--- src/rtl/stream_arb_mux2.sv ---
// Two-input round-robin stream arbiter feeding a one-entry registered output.
// Optional macro STREAM_ARB_MUX2_CNT_EN adds saturating per-source transfer counters.
module stream_arb_mux2 #(
    parameter int unsigned DATA_W = 8
) (
    input  logic              clk,
    input  logic              reset_n,
    input  logic              a_valid_i,
    input  logic [DATA_W-1:0] a_i,
    output logic              a_ready_o,
    input  logic              b_valid_i,
    input  logic [DATA_W-1:0] b_i,
    output logic              b_ready_o,
    output logic              y_valid_o,
    output logic [DATA_W-1:0] y_o,
    output logic              sel_o,
`ifdef STREAM_ARB_MUX2_CNT_EN
    input  logic              cnt_clr_i,
    output logic [15:0]       cnt_a_o,
    output logic [15:0]       cnt_b_o,
`endif
    input  logic              y_ready_i
);

    localparam logic SRC_A = 1'b0;
    localparam logic SRC_B = 1'b1;

    logic              y_valid_q;
    logic [DATA_W-1:0] y_q;
    logic              sel_q;
    logic              last_grant_q;

    logic              can_load;
    logic              grant_valid;
    logic              grant_id;
    logic              xfer;
    logic [DATA_W-1:0] win_data;

    always_comb begin
        can_load    = !y_valid_q || y_ready_i;
        grant_valid = a_valid_i || b_valid_i;
        // On contention the source that did not win last time gets the slot.
        if (a_valid_i && b_valid_i) begin
            grant_id = ~last_grant_q;
        end else begin
            grant_id = b_valid_i ? SRC_B : SRC_A;
        end
        xfer      = can_load && grant_valid;
        a_ready_o = xfer && (grant_id == SRC_A);
        b_ready_o = xfer && (grant_id == SRC_B);
        win_data  = (grant_id == SRC_B) ? b_i : a_i;
    end

    always_ff @(posedge clk or negedge reset_n) begin
        if (!reset_n) begin
            y_valid_q    <= 1'b0;
            y_q          <= '0;
            sel_q        <= SRC_A;
            last_grant_q <= SRC_B;
        end else if (xfer) begin
            y_valid_q    <= 1'b1;
            y_q          <= win_data;
            sel_q        <= grant_id;
            last_grant_q <= grant_id;
        end else if (y_ready_i) begin
            y_valid_q <= 1'b0;
        end
    end

    assign y_valid_o = y_valid_q;
    assign y_o       = y_q;
    assign sel_o     = sel_q;

`ifdef STREAM_ARB_MUX2_CNT_EN
    logic [15:0] cnt_a_q, cnt_a_d;
    logic [15:0] cnt_b_q, cnt_b_d;

    // Clear takes priority over a same-cycle increment.
    always_comb begin
        cnt_a_d = cnt_a_q;
        cnt_b_d = cnt_b_q;
        if (cnt_clr_i) begin
            cnt_a_d = '0;
            cnt_b_d = '0;
        end else begin
            if (a_ready_o && cnt_a_q != 16'hFFFF) cnt_a_d = cnt_a_q + 16'd1;
            if (b_ready_o && cnt_b_q != 16'hFFFF) cnt_b_d = cnt_b_q + 16'd1;
        end
    end

    always_ff @(posedge clk or negedge reset_n) begin
        if (!reset_n) begin
            cnt_a_q <= '0;
            cnt_b_q <= '0;
        end else begin
            cnt_a_q <= cnt_a_d;
            cnt_b_q <= cnt_b_d;
        end
    end

    assign cnt_a_o = cnt_a_q;
    assign cnt_b_o = cnt_b_q;
`endif

endmodule

--- config.mk ---
export PLATFORM = sky130hd
export DESIGN_NAME = stream_arb_mux2
export DESIGN_NICKNAME = d
export VERILOG_FILES = /design/src/rtl/stream_arb_mux2.sv
export SDC_FILE = /design/constraint.sdc
export NUM_CORES = 1
export LEC_CHECK = 0
export BUFFER_PORTS_ARGS = -buffer_cell sky130_fd_sc_hd__buf_2
export CORE_MARGIN = 2
export CORE_UTILIZATION = 35
export CTS_BUF_LIST = sky130_fd_sc_hd__clkbuf_8
export DETAILED_ROUTE_END_ITERATION = 12
export PLACE_DENSITY_LB_ADDON = 0.05
export REMOVE_ABC_BUFFERS = 1
export SETUP_SLACK_MARGIN = 0.5
export SLEW_MARGIN = 20
export SYNTH_ARGS = -nofsm -noshare
export SYNTH_HDL_FRONTEND = slang
export SYNTH_SLANG_ARGS = --single-unit
--- constraint.sdc ---
create_clock -name clk -period 1.36 [get_ports clk]
set_input_delay 0.136 -clock clk [delete_from_list [all_inputs] [get_ports clk]]
set_output_delay 0.136 -clock clk [all_outputs]
set_load 0.01 [all_outputs]
==> Word-level counts from Yosys, hierarchy flattened <==
Cells that the tools add are included.
Widths: inputs -> output; s select.
{ "classes": {"muxes": 5, "bitwise": 2, "reduce_logical": 8} }
{ "ops": {"columns": ["cell", "count"], "rows": [
  ["$mux 8", 1],
  ["$logic_and 1x1->1", 4],
  ["$mux 1", 4],
  ["$logic_or 1x1->1", 2],
  ["$not 1->1", 2],
  ["$reduce_bool 2->1", 1],
  ["$logic_not 1->1", 1]
]} }
{ "totals": {"ff_bits": 11, "in_bits": 21, "output_inout_bits": 12} }

==> Depth between registers and ports, before layout <==
{ "logic_depth": {"ltp_word": 4, "mapped_depth": 4, "depth_no_buf": 3} }

==> Worst setup path before layout <==
Ideal clock, no wire load.
{ "synth_timing": {"kind": "flip-flop to flip-flop", "startpoint": "reg last_grant_q", "endpoint": "reg y_q[0] (netlist: y_o[0])", "t_arrival_ps": 1109, "required_ps": 1234, "slack_ps": 125, "stages_incl_launch_ff": 5, "synth_period_minus_slack_ps": 1235, "path_cell_list": "dfstp_2 -> nand2b_1 -> and3_4 -> buf_6 -> a221o_1"} }
{ "synth_between": {"elab_chain_len": 3} }
{ "synth_rtl": {"columns": ["item", "line_no", "rtl"], "rows": [
  ["start, declared", "31", "logic last_grant_q;"],
  ["start signal, assigned", "64", "last_grant_q <= grant_id;"],
  ["$not 1->1", "44", "grant_id = ~last_grant_q;"],
  ["$mux 1", "43", "if (a_valid_i && b_valid_i) begin"],
  ["$mux 8", "51", "win_data = (grant_id == SRC_B) ? b_i : a_i;"],
  ["end signal, assigned", "62", "y_q <= win_data;"],
  ["end, declared", "29", "logic [DATA_W-1:0] y_q;"]
]} }
Every way passes these cells.
A chain may end at the register's enable or synchronous reset.

==> Worst setup path in the final report <==
{ "layout_timing": {"startpoint": "reg last_grant_q", "endpoint": "out a_ready_o"} }
{ "layout_between": {"elab_chain_len": 4} }
{ "layout_rtl": {"columns": ["item", "line_no", "rtl"], "rows": [
  ["$not 1->1", "44", null],
  ["$mux 1", "43", null],
  ["$not 1->1", "49", "a_ready_o = xfer && (grant_id == SRC_A);"],
  ["$logic_and 1x1->1", "49", null],
  ["end, declared", "10", "output logic a_ready_o,"]
]} }
Every way passes these cells.

==> load_flow_metrics.sql <==
INSERT INTO impl_metrics (metric_group, metric, value, unit) VALUES
('layout', 'finish.net_count', '102', ''),
('setup_path', 'startpoint_type', 'flip-flop', ''),
('layout', 'antenna_cells_inserted', '0', ''),
('setup_path', 'worst-setup-path-type', 'flip-flop to output port', ''),
('setup_path', 'cp_cell_sequence', 'nand2b_1, and3_4, buf_6', ''),
('sta', 'finalClockSkew', '2.44', 'ps'),
('sta', 'final_max_slew_viols', '0', ''),
('detailed_routing', 'total_wire_length_after_detailed_routing', '1250', 'µm'),
('synthesis', 'synth_warnings', '0', ''),
('grt', 'grt_pass1_wl', '1940', 'µm'),
('synthesis', 'synthTopCellsByCount', 'dfrtp_1 (10), and3_1 (8), a221o_1 (7)', ''),
('floorplanning', 'die_height', '41.8', 'µm'),
('status', 'run_status', 'finished, final reports clean', ''),
('clock_tree', 'clk_root_buffer_cell', 'clkbuf_8', ''),
('layout', 'drive_above_1_share', '56.3', '%'),
('setup_path', 'cell_type_of_the_slowest_stage_on_the_worst_timing_path', 'dfstp_2', ''),
('floorplanning', 'dieWidth', '41.8', 'µm'),
('place', 'dp_hpwl', '898', 'µm'),
('grt', 'grt_usage', '14.7', '%'),
('setup_path', 'worst_r2r_path_depth', '4', ''),
('setup_path', 'crit_path_max_incr_delay', '540', 'ps'),
('place', 'place_congestion', '0.667', ''),
('detailed_routing', 'route.detailed.drc', '0', ''),
('sta', 'setup-violations-final', '0', ''),
('grt', 'grt_pass1_vias', '460', ''),
('clock_tree', 'cts_sinks', '11', ''),
('floorplanning', 'initial_core_util', '37.9', '%'),
('setup_path', 'number_of_buffers_and_inverters_on_the_critical_path', '1', ''),
('grt', 'grt_start_max_net_pins', '12', ''),
('grt', 'grt_antenna_before_repair', '0', ''),
('detailed_routing', 'wire_per_inst', '13.1', 'µm'),
('floorplanning', 'core_area', '1320', 'µm²'),
('synthesis', 'synthesis_stage_register_bit_count', '11', ''),
('synthesis', 'yosysTopAreaCell', 'dfrtp_1', ''),
('clock_tree', 'tritoncts.num_buffers', '3', ''),
('detailed_routing', 'avgViaCountPerCell', '5.08', ''),
('worst_hold_path', 'hold_path_startpoint', 'a_i[5]', ''),
('power', 'vdd_ir_drop_max', '0.674', 'mV'),
('setup_path', 'worst-endpoint-required', '1220', 'ps'),
('synthesis', 'ys.flop_type', 'dfrtp_1', ''),
('synthesis', 'yosys-top-cells-area', 'dfrtp_1 (50%), a221o_1 (14%), and3_1 (10%), dfstp_2 (5.3%), nand2b_1 (2.5%)', ''),
('detailed_routing', 'drt_first_iter_violations', '14', ''),
('setup_path', 'worst_path_dominant_cell_family', 'flip-flops', ''),
('layout', 'n_fill_cell', '120', ''),
('layout', 'flow.area_growth_from_synthesis', '53.4', '%'),
('synthesis', 'syn-mean-instance-area', '12.2', 'µm²'),
('place', 'input_output_buffers', '32', ''),
('sta', 'timing.fmax', '0.764', 'GHz'),
('synthesis', 'post_synth_instance_area', '499', 'µm²'),
('floorplanning', 'die-area', '1740', 'µm²'),
('clock_tree', 'clock_tree_from_tritoncts', 'done', ''),
('worst_hold_path', 'hold_path.class', 'primary input to flip-flop', ''),
('layout', 'layoutNonFillerInstCount', '95', ''),
('synthesis', 'synth.most_common_cell', 'dfrtp_1', ''),
('setup_path', 'r2r-end', 'y_o[5]', ''),
('clock_tree', 'path_clk_slew', '50', 'ps'),
('setup_path', 'critical_path.reg2reg.startpoint', 'last_grant_q', ''),
('grt', 'gr-total-overflow', '0', ''),
('detailed_routing', 'number_of_vias_after_detailed_routing', '483', ''),
('setup_path', 'regToRegSetupSlack', '60', 'ps'),
('setup_path', 'timing.critical_path.fanout_max', '3', ''),
('sta', 'layout_worst_path_cycle_share', '96.2', '%'),
('synthesis', 'synth-seq-area-share', '55.4', '%'),
('floorplanning', 'rows', '13', ''),
('setup_path', 'end_kind', 'output port', ''),
('job', 'max_cap_violations', '0', ''),
('power', 'leakagePower', '0.428', 'nW'),
('sta', 'finalWorstPathRequiredPeriod', '1310', 'ps'),
('synthesis', 'synth.lib_cells_used.distinct', '16', ''),
('setup_path', 'worst_path_arrival', '1170', 'ps'),
('floorplanning', 'floorplan.io_pins', '33', '');
-- per-layer routing --
layer | routed length [µm] | up-vias | GRT usage [%] | part of all wire [%]
met5 | 0 | - | 0 | 0
met4 | 0 | 0 | 5.81 | 0
li1 | - | 238 | - | -
met1 | 584 | 227 | 20.8 | 47
met3 | 73 | 0 | 3.04 | 5.8
met2 | 590 | 18 | 21.9 | 47
-- placed cells by master, fill, tap and decap left out --
| cell type | Yosys | final |
|---|---|---|
| a21boi_2 | 1 | 1 |
| buf_4 | 0 | 1 |
| buf_6 | 1 | 3 |
| and3_1 | 8 | 8 |
| nand2_1 | 1 | 1 |
| o21ai_2 | 1 | 1 |
| a221o_1 | 7 | 7 |
| dfstp_2 | 1 | 1 |
| and3_4 | 1 | 1 |
| inv_1 | 2 | 3 |
| nand2b_4 | 0 | 1 |
| buf_2 | 1 | 32 |
| nand2b_1 | 2 | 1 |
| a221o_2 | 1 | 1 |
| a21oi_1 | 2 | 2 |
| dlygate4sd3_1 | 0 | 1 |
| clkbuf_8 | 0 | 3 |
| and2_1 | 1 | 1 |
| nor2_1 | 1 | 1 |
| dfrtp_1 | 10 | 10 |
-- stage by stage --
step | setup TNS (ps) | util (%) | power, mW | hold slack (ps) | area (µm²)
after global routing | -23.2 | 58.1 | 1.02 | 133 | 766
after CTS | 0 | 56.9 | 0.956 | 132 | 749
after detailed placement | 0 | 50.8 | 0.623 | 18.5 | 669
after floorplan | 0 | - | 0.517 | -160 | 483
after global placement | 0 | 50.8 | 0.621 | 20.7 | 669
final | 0 | 58.1 | 0.950 | 135 | 766
-- area by class of cell --
cell class	count	area (µm²)	share of cell area, %
sequential	11	277	36.1
timing repair buffer	37	211	27.6
multi-input combinational	26	206	27.0
clock buffer	3	41.3	5.39
tap	15	18.8	2.45
inverter	2	7.51	0.980
clock inverter	1	3.75	0.490
-- state kept, by name, indices dropped and copies added (netlist names) --
| signal | flops |
|---|---|
| last_grant_q | 1 |
| sel_o | 1 |
| y_o | 8 |
| y_valid_o | 1 |
-- how the worst max path moves through the flow --
stage,start,end,cells past startpoint
after floorplan,y_valid_o,y_o[2],3
after global placement,last_grant_q,y_o[2],3
after detailed placement,last_grant_q,y_o[2],3
after CTS,last_grant_q,y_o[2],4
after global routing,last_grant_q,b_ready_o,3
final,last_grant_q,a_ready_o,3
-- cell families after synthesis --
kind of cell | count (synthesis) | share of synthesized area [%]
compound gates | 12 | 22.3
buf+inv | 4 | 4.76
flops | 11 | 55.4
simple gates | 14 | 17.5
-- report_power, final --
group | internal (mW) | switching (mW)
sequential | 0.381 | 0.0270
combinational | 0.125 | 0.108
clock | 0.197 | 0.112
total | 0.703 | 0.247
-- timing repair --
item / in CTS / in global routing
hold endpoints to repair: 10 / 0
gates cloned: 0 / 1
gates resized for setup: 2 / 2
setup buffers: 2 / 0
pin swaps: 0 / 4
hold buffers: 1 / 0
setup endpoints to repair: 22 / 22
No activity file was read; power rests on OpenSTA's default activity.
